==> config.mk <==
export PLATFORM = sky130hd
export DESIGN_NAME = systolic_sequencer
export DESIGN_NICKNAME = d
export VERILOG_FILES = /design/src/rtl/systolic_pkg.sv /design/src/rtl/systolic_deskew.sv /design/src/rtl/systolic_sequencer.sv
export SDC_FILE = /design/constraint.sdc
export NUM_CORES = 1
export LEC_CHECK = 0
export CAP_MARGIN = 20
export CORE_MARGIN = 4
export CORE_UTILIZATION = 61
export CTS_CLUSTER_DIAMETER = 40
export DETAILED_ROUTE_END_ITERATION = 10
export GPL_TIMING_DRIVEN = 0
export HOLD_SLACK_MARGIN = 0.05
export PLACE_DENSITY = 0.84
export SLEW_MARGIN = 20
export SYNTH_ARGS = -nofsm -noshare
export SYNTH_HDL_FRONTEND = slang
export SYNTH_SLANG_ARGS = --single-unit
==> constraint.sdc <==
create_clock -name clk -period 6.6 [get_ports clk]
set_input_delay 1.32 -clock clk [delete_from_list [all_inputs] [get_ports clk]]
set_output_delay 1.32 -clock clk [all_outputs]
set_load 0.01 [all_outputs]
==> src/rtl/systolic_pkg.sv <==
// systolic_pkg: shared types, feed/capture timing constants and lane helpers for the sequencer.
package systolic_pkg;
  localparam int N          = 4;
  localparam int LANE_W     = 8;
  localparam int Y_LAT      = N + 1;
  localparam int T_W        = $clog2(3 * N + Y_LAT + 2 * N);
  localparam int R_W        = $clog2(N) + 1;
  localparam int W_END      = N;
  localparam int A_END      = 3 * N;
  localparam int CAP_T0     = N + Y_LAT;
  localparam int CAP_T_LAST = CAP_T0 + 2 * (N - 1);
  typedef enum logic [2:0] {IDLE, LOAD_W, LOAD_A, WAIT_RDY, START, FEED, WAIT_DONE, OUT} state_e;
  typedef logic [LANE_W-1:0] lane_t;
  typedef lane_t [N-1:0] row_t;
  // Out-of-range indices (including wrapped negatives) select a zero lane.
  function automatic lane_t lane_sel(row_t row, logic [T_W-1:0] idx);
    return (idx < T_W'(N)) ? row[idx[$clog2(N)-1:0]] : '0;
  endfunction
endpackage

==> src/rtl/systolic_deskew.sv <==
// systolic_deskew: captures skewed y_out lanes into an NxN result buffer at t = CAP_T0 + r + c.
module systolic_deskew
  import systolic_pkg::*;
(
  input  logic                  clk,
  input  logic                  rst,
  input  logic                  clr,
  input  logic                  en,
  input  logic [T_W-1:0]        t,
  input  logic [N*LANE_W-1:0]   y_in,
  input  logic [$clog2(N)-1:0]  rd_row,
  output logic [N*LANE_W-1:0]   rd_data,
  output logic                  all_captured
);
  row_t [N-1:0] y_q, y_d;
  logic all_q, all_d;
  always_comb begin
    y_d = y_q;
    all_d = clr ? 1'b0 : all_q;
    for (int r = 0; r < N; r++)
      for (int c = 0; c < N; c++)
        if (en && t == T_W'(CAP_T0 + r + c)) y_d[r][c] = y_in[c*LANE_W +: LANE_W];
    if (en && t == T_W'(CAP_T_LAST)) all_d = 1'b1;
  end
  always_ff @(posedge clk or negedge rst) begin
    if (!rst) begin
      y_q   <= '0;
      all_q <= 1'b0;
    end else begin
      y_q   <= y_d;
      all_q <= all_d;
    end
  end
  assign rd_data      = y_q[rd_row];
  assign all_captured = all_q;
endmodule

==> src/rtl/systolic_sequencer.sv <==
// systolic_sequencer: job controller that loads W/A, preloads weights, feeds skewed
// activations into the array, de-skews results and streams result rows to the host.
module systolic_sequencer
  import systolic_pkg::*;
(
  input  logic                clk,
  input  logic                rst,
  input  logic                job_go,
  output logic                busy,
  output logic                err,
  input  logic                in_valid,
  output logic                in_ready,
  input  logic [N*LANE_W-1:0] in_data,
  output logic                res_valid,
  input  logic                res_ready,
  output logic [N*LANE_W-1:0] res_data,
  output logic                arr_start,
  input  logic                arr_ready,
  input  logic                arr_done,
  output logic [N*LANE_W-1:0] arr_a_in,
  output logic [N*LANE_W-1:0] arr_w_in,
  input  logic [N*LANE_W-1:0] arr_y_out
);
  localparam int RI = $clog2(N);
  state_e state_q, state_d;
  logic [R_W-1:0] row_q, row_d;
  logic [T_W-1:0] t_q, t_d, s;
  row_t [N-1:0] w_q, w_d, a_q, a_d;
  logic err_q, err_d, done_q, done_d, all_captured;
  logic [N*LANE_W-1:0] rd_data;

  systolic_deskew u_deskew (
    .clk          (clk),
    .rst          (rst),
    .clr          (state_q == START),
    .en           (state_q == FEED),
    .t            (t_q),
    .y_in         (arr_y_out),
    .rd_row       (row_q[RI-1:0]),
    .rd_data      (rd_data),
    .all_captured (all_captured)
  );

  always_comb begin
    state_d = state_q;
    row_d = row_q;
    t_d = t_q;
    w_d = w_q;
    a_d = a_q;
    err_d = err_q;
    done_d = done_q;
    s = t_q - T_W'(N);
    in_ready = 1'b0;
    arr_start = 1'b0;
    arr_a_in = '0;
    arr_w_in = '0;
    res_valid = 1'b0;
    res_data = '0;
    case (state_q)
      IDLE: if (job_go) begin
        state_d = LOAD_W;
        err_d = 1'b0;
        done_d = 1'b0;
        row_d = '0;
      end
      LOAD_W, LOAD_A: begin
        in_ready = 1'b1;
        if (in_valid) begin
          if (state_q == LOAD_W) w_d[row_q[RI-1:0]] = in_data;
          else a_d[row_q[RI-1:0]] = in_data;
          row_d = row_q + R_W'(1);
          if (row_q == R_W'(N - 1)) begin
            row_d = '0;
            state_d = (state_q == LOAD_W) ? LOAD_A : WAIT_RDY;
          end
        end
      end
      WAIT_RDY: if (arr_ready) state_d = START;
      START: begin
        arr_start = 1'b1;
        t_d = '0;
        done_d = 1'b0;
        state_d = FEED;
      end
      FEED: begin
        t_d = t_q + T_W'(1);
        // Weights enter column N-1 first; activation row r is delayed r beats.
        for (int r = 0; r < N; r++) begin
          if (t_q < T_W'(W_END)) arr_w_in[r*LANE_W +: LANE_W] = lane_sel(w_q[r], T_W'(N - 1) - t_q);
          else if (t_q < T_W'(A_END)) arr_a_in[r*LANE_W +: LANE_W] = lane_sel(a_q[r], s - T_W'(r));
        end
        if (arr_done) begin
          done_d = 1'b1;
          if (!all_captured) err_d = 1'b1;
        end
        if (all_captured) state_d = WAIT_DONE;
      end
      WAIT_DONE: if (arr_done || done_q) begin
        state_d = OUT;
        row_d = '0;
      end
      OUT: begin
        res_valid = 1'b1;
        res_data = rd_data;
        if (res_ready) begin
          row_d = row_q + R_W'(1);
          if (row_q == R_W'(N - 1)) state_d = IDLE;
        end
      end
      default: state_d = IDLE;
    endcase
  end

  always_ff @(posedge clk or negedge rst) begin
    if (!rst) begin
      state_q <= IDLE;
      row_q   <= '0;
      t_q     <= '0;
      w_q     <= '0;
      a_q     <= '0;
      err_q   <= 1'b0;
      done_q  <= 1'b0;
    end else begin
      state_q <= state_d;
      row_q   <= row_d;
      t_q     <= t_d;
      w_q     <= w_d;
      a_q     <= a_d;
      err_q   <= err_d;
      done_q  <= done_d;
    end
  end

  assign busy = state_q != IDLE;
  assign err  = err_q;
endmodule

==> results of run 1 <==
-- layer usage --
metal,up-vias,share of wire (%),global-route usage [%]
li1,4846,-,-
met1,6087,39,38.5
met2,479,49,47.5
met3,135,7.7,5.90
met4,2,3.8,10.1
met5,-,0.025,0
-- final cells by class --
type	instances	area share, %
flip-flops and latches	398	44.2
multi-input cells	700	36.0
repair buffers	176	8.14
clock buffers	60	6.02
well taps	390	2.17
plain buffers	72	1.70
clock inverters	29	1.52
inverters	17	0.283
-- Yosys cell counts (2+ instances only) --
master	instances
sky130_fd_sc_hd__a21oi_1	3
sky130_fd_sc_hd__and3_1	32
sky130_fd_sc_hd__buf_2	42
sky130_fd_sc_hd__buf_4	2
sky130_fd_sc_hd__buf_6	7
sky130_fd_sc_hd__clkbuf_1	20
sky130_fd_sc_hd__dfrtp_1	398
sky130_fd_sc_hd__ha_1	22
sky130_fd_sc_hd__inv_1	17
sky130_fd_sc_hd__mux2_2	386
sky130_fd_sc_hd__mux2i_1	3
sky130_fd_sc_hd__mux4_2	96
sky130_fd_sc_hd__nand2_1	22
sky130_fd_sc_hd__nand3_1	3
sky130_fd_sc_hd__nand3_4	4
sky130_fd_sc_hd__nand3b_1	3
sky130_fd_sc_hd__nand4_1	3
sky130_fd_sc_hd__nor2_1	5
sky130_fd_sc_hd__nor2b_1	68
sky130_fd_sc_hd__nor3_1	4
sky130_fd_sc_hd__nor3_2	2
sky130_fd_sc_hd__nor3b_2	2
sky130_fd_sc_hd__nor4b_1	2
sky130_fd_sc_hd__o21ai_0	11
sky130_fd_sc_hd__o21bai_1	2
sky130_fd_sc_hd__xnor2_1	4
sky130_fd_sc_hd__xor2_1	2
-- kinds of logic (layout without fill, tap and decap cells) --
| kind of cell | count (synthesis) | after routing |
|---|---|---|
| mux | 485 | 485 |
| xor+xnor | 7 | 7 |
| buf+inv | 89 | 354 |
| compound gates | 28 | 28 |
| fa+ha+maj | 22 | 22 |
| flops | 398 | 398 |
| simple gates | 158 | 158 |
-- placed cells by master (no fill, tap or decap), drive strengths merged, types with 3 or more instances in the layout --
cell and n:
nand3b 3, nor2b 68, dfrtp 398, nand3 8
clkinvlp 4, mux4 96, xor2 3, clkdlybuf4s50 170
nand4 3, nor3b 3, ha 22, nor2 6
nor3 6, and3 32, o21ai 11, bufinv 5
mux2i 3, buf 57, xnor2 4, a21oi 3
nand2 23, mux2 386, clkinv 11, clkbuf 81
inv 26
-- sequential cells by signal, summed over array words and instances (netlist names) --
| register | flops |
|---|---|
| err | 1 |
| done_q | 1 |
| u_deskew.y_q | 128 |
| w_q | 128 |
| t_q | 5 |
| a_q | 128 |
| state_q | 3 |
| row_q | 3 |
| u_deskew.all_captured | 1 |
-- report_power, final --
group / switching (W) / internal [W] / total, W
Sequential: 0.000381 / 0.00317 / 0.00355
Combinational: 0.00126 / 0.00162 / 0.00288
Clock: 0.00107 / 0.00168 / 0.00275
-- worst max-delay path by stage --
| stage | depth (start not counted) | slack (ps) | endpoint | startpoint |
|---|---|---|---|---|
| final | 8 | 1220 | arr_a_in[27] | t_q[1] |
| after global routing | 8 | 1060 | arr_a_in[27] | t_q[1] |
| after CTS | 9 | 1240 | arr_a_in[27] | t_q[0] |
| after detailed placement | 9 | 1830 | arr_a_in[25] | t_q[0] |
| after global placement | 1 | -12960 | w_q[83] | rst |
| after floorplan | 7 | 3200 | arr_w_in[10] | t_q[2] |
-- metrics by stage --
step	hold WS, ps	power (W)	area [um^2]	utilization [%]	setup TNS (ps)
after floorplan	454	0.00553	18500	-	0
after global placement	481	0.00628	20700	69.5	-5140580
after detailed placement	487	0.00643	20800	69.9	0
after CTS	500	0.00921	22500	75.6	0
after global routing	506	0.00961	22500	75.6	0
final	497	0.00918	22500	75.6	0
==> impl.org, run 1 <==
** Routing
- The first routing iteration left 725 violations.
- The first TritonRoute pass finished after 5 iterations.
- Vias :: roughly 12,000
- In this run the remaining antenna-violating nets after routing total 0.
- For this run, design rule violations remaining after detail routing come to 0.
- Dividing the detail-routed wire length by the instance count gives 25.8 um.
- Via-per-instance ratio :: 6.27
- Routed wire length :: 47,500 um

** Placement
- Placed Cells :: around 1,800
- Buffers placed on the I/O ports in this run total 171.
- Routability congestion estimate :: 0.819
- The wire-length estimate of the detail-placed layout is 30,600 um.
- OpenSTA, run right after detailed placement, puts the worst setup slack at around 1800 ps.

** Run
- Max Cap Viol :: 0

** Critical path
- Worst setup SP type :: flop
- CP max stage delay :: 610 ps
- Worst reg2reg endpoint :: a_q[55]
- Worst path slowest cell :: sky130_fd_sc_hd__clkbuf_1
- Arrival @ worst endpoint :: 4060 ps
- Traced cell by cell, the critical path runs through clkbuf_1 > inv_1 > ha_1 > clkbuf_2 > clkbuf_1 > mux4_2 > nor2b_1 > clkdlybuf4s50_1.
- In this run the critical register-to-register path is launched from row_q[1].
- The most numerous cell type found on the critical path is sky130_fd_sc_hd__clkbuf_1.
- Together, buffers and inverters on the worst path number 5.
- At the worst endpoint, the required time is approximately 5300 ps.
- Crit path max-delay family :: buffers and inverters
- Worst-case reg-to-reg path depth :: 7
- R2R setup slack :: 3670 ps
- In this run the worst path has a maximum fanout of 10.
- Category of the worst setup path capture point :: output pin
- Worst Setup Path Type :: reg -> out

** Power
- VDD sags by at most 327 uV.
- P per Cell Area :: 407 nW/um^2
- For this design the static power due to leakage is 9.84 nW.

** Global routing
- The via count of the first global-routing pass came to around 12,000.
- Entering global routing, the biggest net connects roughly 100 pins.
- The first global-routing pass estimated between 70,000 and 80,000 um of wire.
- For this run, the total global-route usage over all layers was measured as 28.7%.
- Global routing finished with a remaining overflow of 0.
- Antenna violations before repair :: 1

** Floorplanning
- Height of the die :: approximately 180 um
- The floorplan step defined a die boundary enclosing 33,200 um^2.
- Effective utilization at floorplan :: 62.1%
- In this run the count of I/O pins placed on the die edge is between 150 and 200.
- The floorplan step set the die width to 182 um.
- Placement Rows :: 63
- The region available for standard cell placement spans 29,800 um^2.

** Final layout
- Combined area of the multi-input logic cells :: 8110 um^2
- Fin cells :: 1,842
- Compared with the post-synthesis result, the final layout area differs by 21.8%.
- Fill cells in the final layout number about 1,800.
- N_diodes :: 0
- The net count of the finished layout is ~1,500.
- Footprint of the flip-flops and latches :: between 9000 and 10,000 um^2
- Proportion of layout cells with a drive suffix above 1 :: 44.4%

** Clock tree
- Counting along the longest clock path gives a buffer depth of 3.
- Library cell used as clock root buffer :: sky130_fd_sc_hd__clkbuf_16
- Cells resized by post-CTS repair :: 0
- Number of CTS-inserted buffers :: 49
- Clock tree from TritonCTS :: built
- H-tree level count :: 2
- Post-CTS Setup Repair Bufs :: 0
- Number of sinks handled by clock tree synthesis :: ~400
- Buffers inserted to repair hold after CTS numbered 0.
- After clock tree synthesis, the clock-pin slew on the worst setup and hold paths is ~50 ps.
- Clock latency on the worst-skew pair :: 560 ps

** Synthesis
- Yosys reg bits :: 398
- Net count of the mapped netlist :: 1,280
- Summing the areas of all fa, ha and maj instances in the mapped netlist gives 1.49% of the synthesized area.
- Share of the synthesized area in compound gates (AO/OA/AOI/OAI) :: 1.16%
- Post-synthesis mux area share :: between 30% and 40%
- Of all flip-flops after synthesis, the portion carrying an async set or reset was 100%.
- The most used flip-flop cell after synthesis is sky130_fd_sc_hd__dfrtp_1.
- Cell count after synthesis :: 1,187
- Summed over all instances, the cell type with the most area after synthesis is sky130_fd_sc_hd__dfrtp_1.
- Library cells used by synthesis :: 49
- Synthesized-area fraction occupied by and/or/nand/nor cells :: under 10%
- Proportion of synthesized chip area in sequential cells :: 53.8%
- Mean post-synth cell area :: 15.6 um^2
- Area share of the largest cell type after synthesis :: 53.8%
- Dominant cells by area after synthesis :: sky130_fd_sc_hd__dfrtp_1, sky130_fd_sc_hd__mux2_2, sky130_fd_sc_hd__mux4_2
- Number of enable flip-flop cells after synthesis :: 0
- By area, the combinational part of the netlist is dominated by multiplexers.
- Netlist area before placement :: 18,500 um^2
- After Yosys synthesis, XOR and XNOR cells account for 0.372% of the synthesized area.
- Yosys printed 0 warnings.

** Timing
- Final count of hold timing violations :: 0
- Worst slew margin :: 48.7%
- Max Freq :: 186 MHz
- At the pin with the least slew margin, the transition time is 767 ps.
- Final worst setup slack :: 1220 ps
- The final-report max-slew violation count came to 0.
- Setup Viol. Count Final :: 0
- Clock skew on the completed layout was measured at 32.3 ps.
- Subtracting the final worst setup slack from the clock period gives roughly 5400 ps.
- Crit share post-route :: around 81%
- Setup repair after global routing left no endpoint under its margin.

** Min path
- Worst min-delay path category :: reg -> reg
- Terminating pin of the worst hold path :: a_q[21]
- Cell depth of the worst min-delay path :: 1
- Start point of the worst min-delay path :: a_q[21]

** Outcome
- The flow ran to the end, and the final reports show no timing, DRC or antenna violations.
Power figures use the tool's default switching activity.
==> run 2, diff against run 1 <==
CORE_UTILIZATION = 52   (was 61)
PLACE_DENSITY = 0.76   (was 0.84)
clock period = 4.5 ns   (was 6.6 ns; I/O delays follow)
==> run 2 against run 1 <==
Effect of this change:
- power is 56% higher
- utilization is 9.2 points lower
- combinational power is 48% higher
- first-iteration DRC count is 4.0% lower
- sequential power is 46% higher
- register-to-register slack worse by 2000 ps
- die area is 17% higher
- final cell count is 4.8% higher
==> impl.org, run 2 (synthesized netlist as in run 1, its figures left out) <==
** Outcome
- Status: complete, no violations (unchanged).

** Timing
- The final count of hold timing violations came to 0 (unchanged).
- Slew at the pin with the worst max-slew slack :: 857 ps (was 767 ps)
- Setup Viol. Count Final :: 0 (unchanged)
- The worst path uses slightly below 100% of the clock period.
- The worst setup margin was 162 ps (was 1220 ps).
- Min Clock Period, post-route :: 4340 ps
- Worst hold slack after final layout :: 236 ps (was 497 ps)
- Setup repair after global routing missed its margin :: no (unchanged)
- Worst slew margin :: 42.7% (was 48.7%)
- Fin Clk Skew :: 30.2 ps (was 32.3 ps)
- Based on the critical path, the design can be clocked at up to 231 MHz.
- The final-layout setup total negative slack was 0 ps (unchanged).
- The final-report max-slew violation count came to 0 (unchanged).

** Clock tree
- The count of hold buffers inserted by post-cts repair is 0 (unchanged).
- The buffer levels on the longest clock path was 3 (unchanged).
- Clock tree from TritonCTS :: built (unchanged)
- The number of H-tree branching levels came to 2 (unchanged).
- Number of CTS-inserted buffers :: 59 (was 49)
- CTS clk-pin slew, worst paths :: 60 ps (was 50 ps)
- Number of sinks handled by clock tree synthesis :: 398 (unchanged)
- The source-to-sink clock delay at the later pin of the worst-skew pair is 610 ps (was 560 ps).
- Library cell used as clock root buffer :: sky130_fd_sc_hd__clkbuf_16 (unchanged)

** Floorplanning
- Height of the die :: 197 um (was 182 um)
- Effective utilization at floorplan :: 53.2% (was 62.1%)
- The number of standard-cell rows in the floorplan was 68 (was 63).
- The area of the placeable core was 34,800 um^2 (was 29,800 um^2).
- The total I/O pin count came to 172 (unchanged).
- Die boundary width :: 197 um (was 182 um)
- The area of the die is 38,700 um^2 (was 33,200 um^2).

** Critical path
- The longest individual stage delay on the worst path was 550 ps (was 610 ps).
- The count of buffer and inverter cells on the critical path came to 5 (unchanged).
- Worst path slowest cell :: sky130_fd_sc_hd__clkdlybuf4s50_1 (was sky130_fd_sc_hd__clkbuf_1)
- The data arrival time of the critical path came to 3440 ps (was 4060 ps).
- Worst Setup Path Type :: reg -> out (unchanged)
- Crit path max-delay family :: buffers and inverters (unchanged)
- Largest fanout on the critical path :: 10 (unchanged)
- The required time at the endpoint of the critical path came to 3600 ps (was 5280 ps).
- The type of element capturing the critical path was an output pin (unchanged).
- Critical-path cell list :: clkbuf_4 > inv_1 > ha_2 > nor4b_4 > clkbuf_4 > clkbuf_2 > and3_1 > clkdlybuf4s50_1 (was clkbuf_1 > inv_1 > ha_1 > clkbuf_2 > clkbuf_1 > mux4_2 > nor2b_1 > clkdlybuf4s50_1)
- Worst setup SP type :: flop (unchanged)
- Cell type with the highest occurrence count on the critical path :: sky130_fd_sc_hd__clkbuf_4 (was sky130_fd_sc_hd__clkbuf_1)

** Placement
- # port buffers :: 171 (unchanged)
- The placement-stage cell area came to 20,900 um^2 (was 20,800 um^2).
- The pre-CTS worst setup slack is 82.7 ps (was 1830 ps).
- Routability congestion estimate :: 0.831 (was 0.819)
- Total half-perimeter wirelength after legalization and detailed placement :: 31,200 um (was 30,600 um)

** Final layout
- Biggest registers after layout :: a_q: 128 flops, u_deskew.y_q: 128 flops, w_q: 128 flops (unchanged)
- The most common library cell in the layout ignoring fill and taps is sky130_fd_sc_hd__dfrtp_1 (unchanged).
- The post-synthesis to final-layout area growth is 24.9% (was 21.8%).
- The final non-filler cell area was 23,100 um^2 (was 22,500 um^2).
- The antenna diode count came to 0 (unchanged).
- Proportion of layout cells with a drive suffix above 1 :: 46.0% (was 44.4%)
- The final net count came to 1,518 (was 1,507).
- Leading cell types in the layout, fill and taps excluded :: sky130_fd_sc_hd__dfrtp_1, sky130_fd_sc_hd__mux2_2, sky130_fd_sc_hd__clkdlybuf4s50_1, sky130_fd_sc_hd__mux4_2, sky130_fd_sc_hd__nor2b_1 (unchanged)

** Global routing
- Total global routing track utilization :: 25.1% (was 28.7%)
- Pin count of the biggest net entering global routing :: 103 (unchanged)
- The initial antenna violation count came to 1 (unchanged).
- The global-route congestion overflow total came to 0 (unchanged).
- First-pass GRT wire length :: 73,800 um (was 72,800 um)
- The via count of the first global-routing pass is 12,300 (was 12,400).

** Power
- Switching power total :: 0.00415 W (was 0.00271 W)
- Clock group share of total power :: 34.1% (was 30.0%)
- Part of the total power dissipated in combinational logic :: 29.7% (was 31.3%)
- Flop pwr share :: 36.2% (was 38.7%)
- The worst vdd rail ir drop was 438 uV (was 327 uV).
- The power density normalized to cell area was 620 nW/um^2 (was 407 nW/um^2).
- Internal Dissipation :: 0.0102 W (was 0.00647 W)
- The leakage power figure was 10.1 nW (was 9.84 nW).
- Switching power share of the total :: 29.0% (was 29.5%)
- Post-layout power :: 0.0143 W (was 0.00918 W)

** Routing
- Number of design-rule violations left by the first detailed-router iteration :: 696 (was 725)
- The number of nets with antenna violations after routing is 0 (unchanged).
- Vias :: 11,400 (was 11,500)
- Count of unresolved DRC violations after routing :: 0 (unchanged)
- Routed wire length :: 48,000 um (was 47,500 um)
- The number of optimization iterations in the first detailed-route pass was 4 (was 5).
- The number of vias per cell is 5.93 (was 6.27).
- WL/cell :: 24.9 um (was 25.8 um)

** Run
- Max Cap Viol :: 0 (unchanged)

** Min path
- The path class of the lowest-slack min-delay path is in -> async (was reg -> reg).
## run 2: cell types whose count changed in the layout (fill, tap and decap cells not counted), sizes merged
cell      previous run  this run
clkinvlp             4         3
inv                 26        28
clkinv              11        18
clkbuf              81        92
bufinv               5         9
## run 2: layout make-up
cell class	instances	area (um^2)
tap	455	569
inverter	17	63.8
clock buffer	70	1610
fill	2408	11700
multi-input combinational	700	8140
clock inverter	41	531
timing repair buffer	178	1850
buffer	71	403
sequential	398	9960
## run 2: per-layer routing
layer  up-vias  track usage [%]  share of wire [%]
met4         2             9.37                3.9
met2       389             40.0                 48
li1       4899                -                  -
met3       108             5.42                6.3
met5         -                0              0.015
met1      6038             34.4                 42
## run 2: power by group through the flow
stage,combinational (W),sequential [W],clock (W)
6_report,0.00426,0.00520,0.00489
5_1_grt,0.00459,0.00531,0.00511
4_1_cts,0.00428,0.00518,0.00495
3_5_place_dp,0.00420,0.00523,0
3_3_place_gp,0.00408,0.00519,0
2_1_floorplan,0.00307,0.00504,0
## run 2: final timing paths
kind	depth (start not counted)	start	slack, ps	endpoint
max	8	t_q[2]	160	arr_w_in[15]
min	1	rst	240	u_deskew.y_q[9]
max reg2reg	7	row_q[1]	1630	a_q[15]
min reg2reg	1	u_deskew.y_q[123]	500	u_deskew.y_q[123]
max in group asynchronous	4	rst	2680	w_q[52]
min in group clk	1	u_deskew.y_q[123]	500	u_deskew.y_q[123]
## run 2: stage by stage
step / std cells / util, %
3_5_place_dp: 1818 / 60.1
6_report: 1930 / 66.4
4_1_cts: 1930 / 66.4
2_1_floorplan: 1187 / -
5_1_grt: 1930 / 66.4
3_3_place_gp: 1813 / 59.7
## run 2: repair_timing
item,in CTS,in global routing
gates resized for setup,12,6
endpoints found under the setup margin,43,42
pin swaps,2,0
buffers inserted,2,0
==> run 3, diff against run 2 <==
CTS_CLUSTER_SIZE = 20   (was default)
SETUP_SLACK_MARGIN = 0.02   (was default)
==> run 3 against run 2 <==
Effect of this change:
- routed wire length fell by 0.46%
- global-route usage down 0.16 points
- flip-flop and latch count unchanged
- count of clock-buffer cells in the layout fell by 4
- combinational power about the same
- critical endpoint is now arr_w_in[11]
- largest cell class unchanged
- largest power group unchanged
==> impl.org, run 3 (synthesized netlist as in run 1, its figures left out) <==
** Routing
- Initial DRT Pass Iterations :: 5 (was 4)
- Number of design-rule violations left by the first detailed-router iteration :: 706 (was 696)
- Routed wire length :: 47,800 um (was 48,000 um)
- Via-per-instance ratio :: 5.97 (was 5.93)
- Count of unresolved DRC violations after routing :: 0 (unchanged)
- The routed length per placed instance is 24.8 um (was 24.9 um).
- Vias :: 11,500 (was 11,400)
- The number of nets with antenna violations after routing came to 0 (unchanged).

** Timing
- Setup Viol. Count Final :: 0 (unchanged)
- Min Clock Period, post-route :: 4300 ps (was 4340 ps)
- Slew at the pin with the worst max-slew slack :: 834 ps (was 857 ps)
- The maximum frequency from static timing analysis is 233 MHz (was 231 MHz).
- Fin Clk Skew :: 38.2 ps (was 30.2 ps)
- The final clock period utilization by the worst path was 95.4% (was 96.4%).
- Number of pins with negative max-slew slack in the final report :: 0 (unchanged)
- The final count of hold timing violations came to 0 (unchanged).
- Final worst setup slack :: 205 ps (was 162 ps)
- Setup repair after global routing missed its margin :: no (unchanged)
- The worst max-slew margin expressed relative to the limit came to 44.2% (was 42.7%).

** Power
- P per Cell Area :: 614 nW/um^2 (was 620 nW/um^2)
- The leakage power figure was 10.1 nW (about the same).
- The worst vdd rail ir drop came to 430 uV (was 438 uV).
- The overall power of the completed layout was 0.0142 W (was 0.0143 W).

** Run
- Max Cap Viol :: 0 (unchanged)

** Final layout
- Leading cell types in the layout, fill and taps excluded :: sky130_fd_sc_hd__dfrtp_1, sky130_fd_sc_hd__mux2_2, sky130_fd_sc_hd__clkdlybuf4s50_1, sky130_fd_sc_hd__mux4_2, sky130_fd_sc_hd__nor2b_1 (unchanged)
- N_diodes :: 0 (unchanged)
- The most common library cell in the layout ignoring fill and taps is sky130_fd_sc_hd__dfrtp_1 (unchanged).
- Proportion of layout cells with a drive suffix above 1 :: 46.0% (about the same)
- Area of all placed cells without fillers :: 23,100 um^2 (about the same)
- The fill cell instance count of the final layout is 2,427 (was 2,408).
- The final net count was 1,517 (was 1,518).
- The post-synthesis to final-layout area growth was 24.7% (was 24.9%).
- Biggest registers after layout :: a_q: 128 flops, u_deskew.y_q: 128 flops, w_q: 128 flops (unchanged)

** Clock tree
- Clock tree from TritonCTS :: built (unchanged)
- Number of CTS-inserted buffers :: 57 (was 59)
- The buffer type at the clock tree root was sky130_fd_sc_hd__clkbuf_16 (unchanged).
- Number of sinks handled by clock tree synthesis :: 398 (unchanged)
- Clock latency on the worst-skew pair :: 600 ps (was 610 ps)
- CTS clk-pin slew, worst paths :: 60 ps (about the same)
- The number of H-tree branching levels was 2 (unchanged).
- The count of hold buffers inserted by post-cts repair came to 0 (unchanged).
- Buffer depth of the longest clock path :: 3 (unchanged)

** Floorplanning
- The width of the die was 197 um (unchanged).
- CORE AREA :: 34,800 um^2 (unchanged)
- The starting density of the core was 53.2% (unchanged).
- The number of standard-cell rows in the floorplan came to 68 (unchanged).
- Number of top-level design ports :: 172 (unchanged)
- Full die area :: 38,700 um^2 (unchanged)
- Height of the die :: 197 um (unchanged)

** Global routing
- The total track usage was 24.9% (was 25.1%).
- Pin count of the biggest net entering global routing :: 103 (unchanged)
- The via count of the first global-routing pass came to 12,300 (about the same).
- Antenna violations before repair :: 1 (unchanged)
- The first-pass GRT wire length came to 73,700 um (was 73,800 um).
- The global-route congestion overflow total came to 0 (unchanged).

** Critical path
- The required time at the endpoint of the critical path is 3600 ps (about the same).
- Arrival @ worst endpoint :: 3400 ps (was 3440 ps)
- The top fanout value on the critical path was 10 (unchanged).
- The kind of critical path is reg -> out (unchanged).
- The type of element capturing the critical path is an output pin (unchanged).
- Worst setup SP type :: flop (unchanged)

** Min path
- The path class of the lowest-slack min-delay path was in -> async (unchanged).

** Outcome
- Status :: complete, no violations (unchanged)

** Placement
- Routability congestion estimate :: 0.831 (unchanged)
- Worst slack at placement :: 82.7 ps (unchanged)
- The placement-stage cell area was 20,900 um^2 (unchanged).
- The placed wire-length estimate after detailed placement is 31,200 um (unchanged).
- The number of buffer cells added on primary ports is 171 (unchanged).
## run 3: changes by cell type in the layout (fill, tap and decap cells not counted), sizes merged
cell / delta
clkinv: -1
buf: +2
bufinv: -3
clkbuf: -5
clkinvlp: +1
inv: +4
## run 3: worst paths after layout
kind,start,to,slack [ps],cells after the start
hold / removal,rst,u_deskew.y_q[36],240,1
setup reg to reg,row_q[1],a_q[1],1620,7
setup / recovery,t_q[2],arr_w_in[11],200,8
max in group asynchronous,rst,w_q[66],2600,4
min in group clk,u_deskew.y_q[123],u_deskew.y_q[123],500,1
hold reg to reg,u_deskew.y_q[123],u_deskew.y_q[123],500,1
## run 3: worst max-delay path, stage by stage (launching register included)
cell                              delay (ps)
sky130_fd_sc_hd__dfrtp_2                 430
sky130_fd_sc_hd__buf_4                   200
sky130_fd_sc_hd__inv_1                   110
sky130_fd_sc_hd__ha_1                    430
sky130_fd_sc_hd__nor4b_4                 400
sky130_fd_sc_hd__clkbuf_4                270
sky130_fd_sc_hd__clkbuf_2                220
sky130_fd_sc_hd__and3_1                  190
sky130_fd_sc_hd__clkdlybuf4s50_1         570
## run 3: stage by stage
stage / setup TNS [ps] / hold slack (ps) / utilization [%] / cells
4_1_cts: 0 / 228 / 66.2 / 1927
5_1_grt: 0 / 255 / 66.3 / 1928
6_report: 0 / 241 / 66.3 / 1928
2_1_floorplan: 0 / 454 / - / 1187
3_3_place_gp: -5804640 / 481 / 59.7 / 1813
3_5_place_dp: 0 / 488 / 60.1 / 1818
## run 3: what timing repair did
item                       4_1_cts  5_1_grt
setup buffers                    2        1
setup endpoints to repair       44       19
pin swaps                        2        1
gates resized for setup         12        7
## run 3: cell type report
cell class | count | area, um^2 | share of cell area [%]
Sequential cell | 398 | 9960 | 43.2
Tap cell | 455 | 569 | 2.47
Timing Repair Buffer | 179 | 1870 | 8.10
Buffer | 71 | 403 | 1.75
Multi-Input combinational cell | 700 | 8130 | 35.2
Clock buffer | 66 | 1530 | 6.63
Clock inverter | 42 | 548 | 2.37
Inverter | 17 | 63.8 | 0.277
## run 3: per-layer routing
layer | global-route usage [%] | vias up | part of all wire, %
met5 | 0 | - | 0.015
met4 | 7.47 | 2 | 3.3
met3 | 4.94 | 103 | 6.5
met2 | 40.7 | 414 | 48
met1 | 34.4 | 6099 | 42
li1 | - | 4896 | -
## run 3: report_power, final
| group | leakage (nW) | total (W) | internal (W) | switching [W] |
|---|---|---|---|---|
| combinational | 4.09 | 0.00427 | 0.00243 | 0.00184 |
| sequential | 4.97 | 0.00520 | 0.00465 | 0.000546 |
| clock | 1.01 | 0.00471 | 0.00288 | 0.00183 |
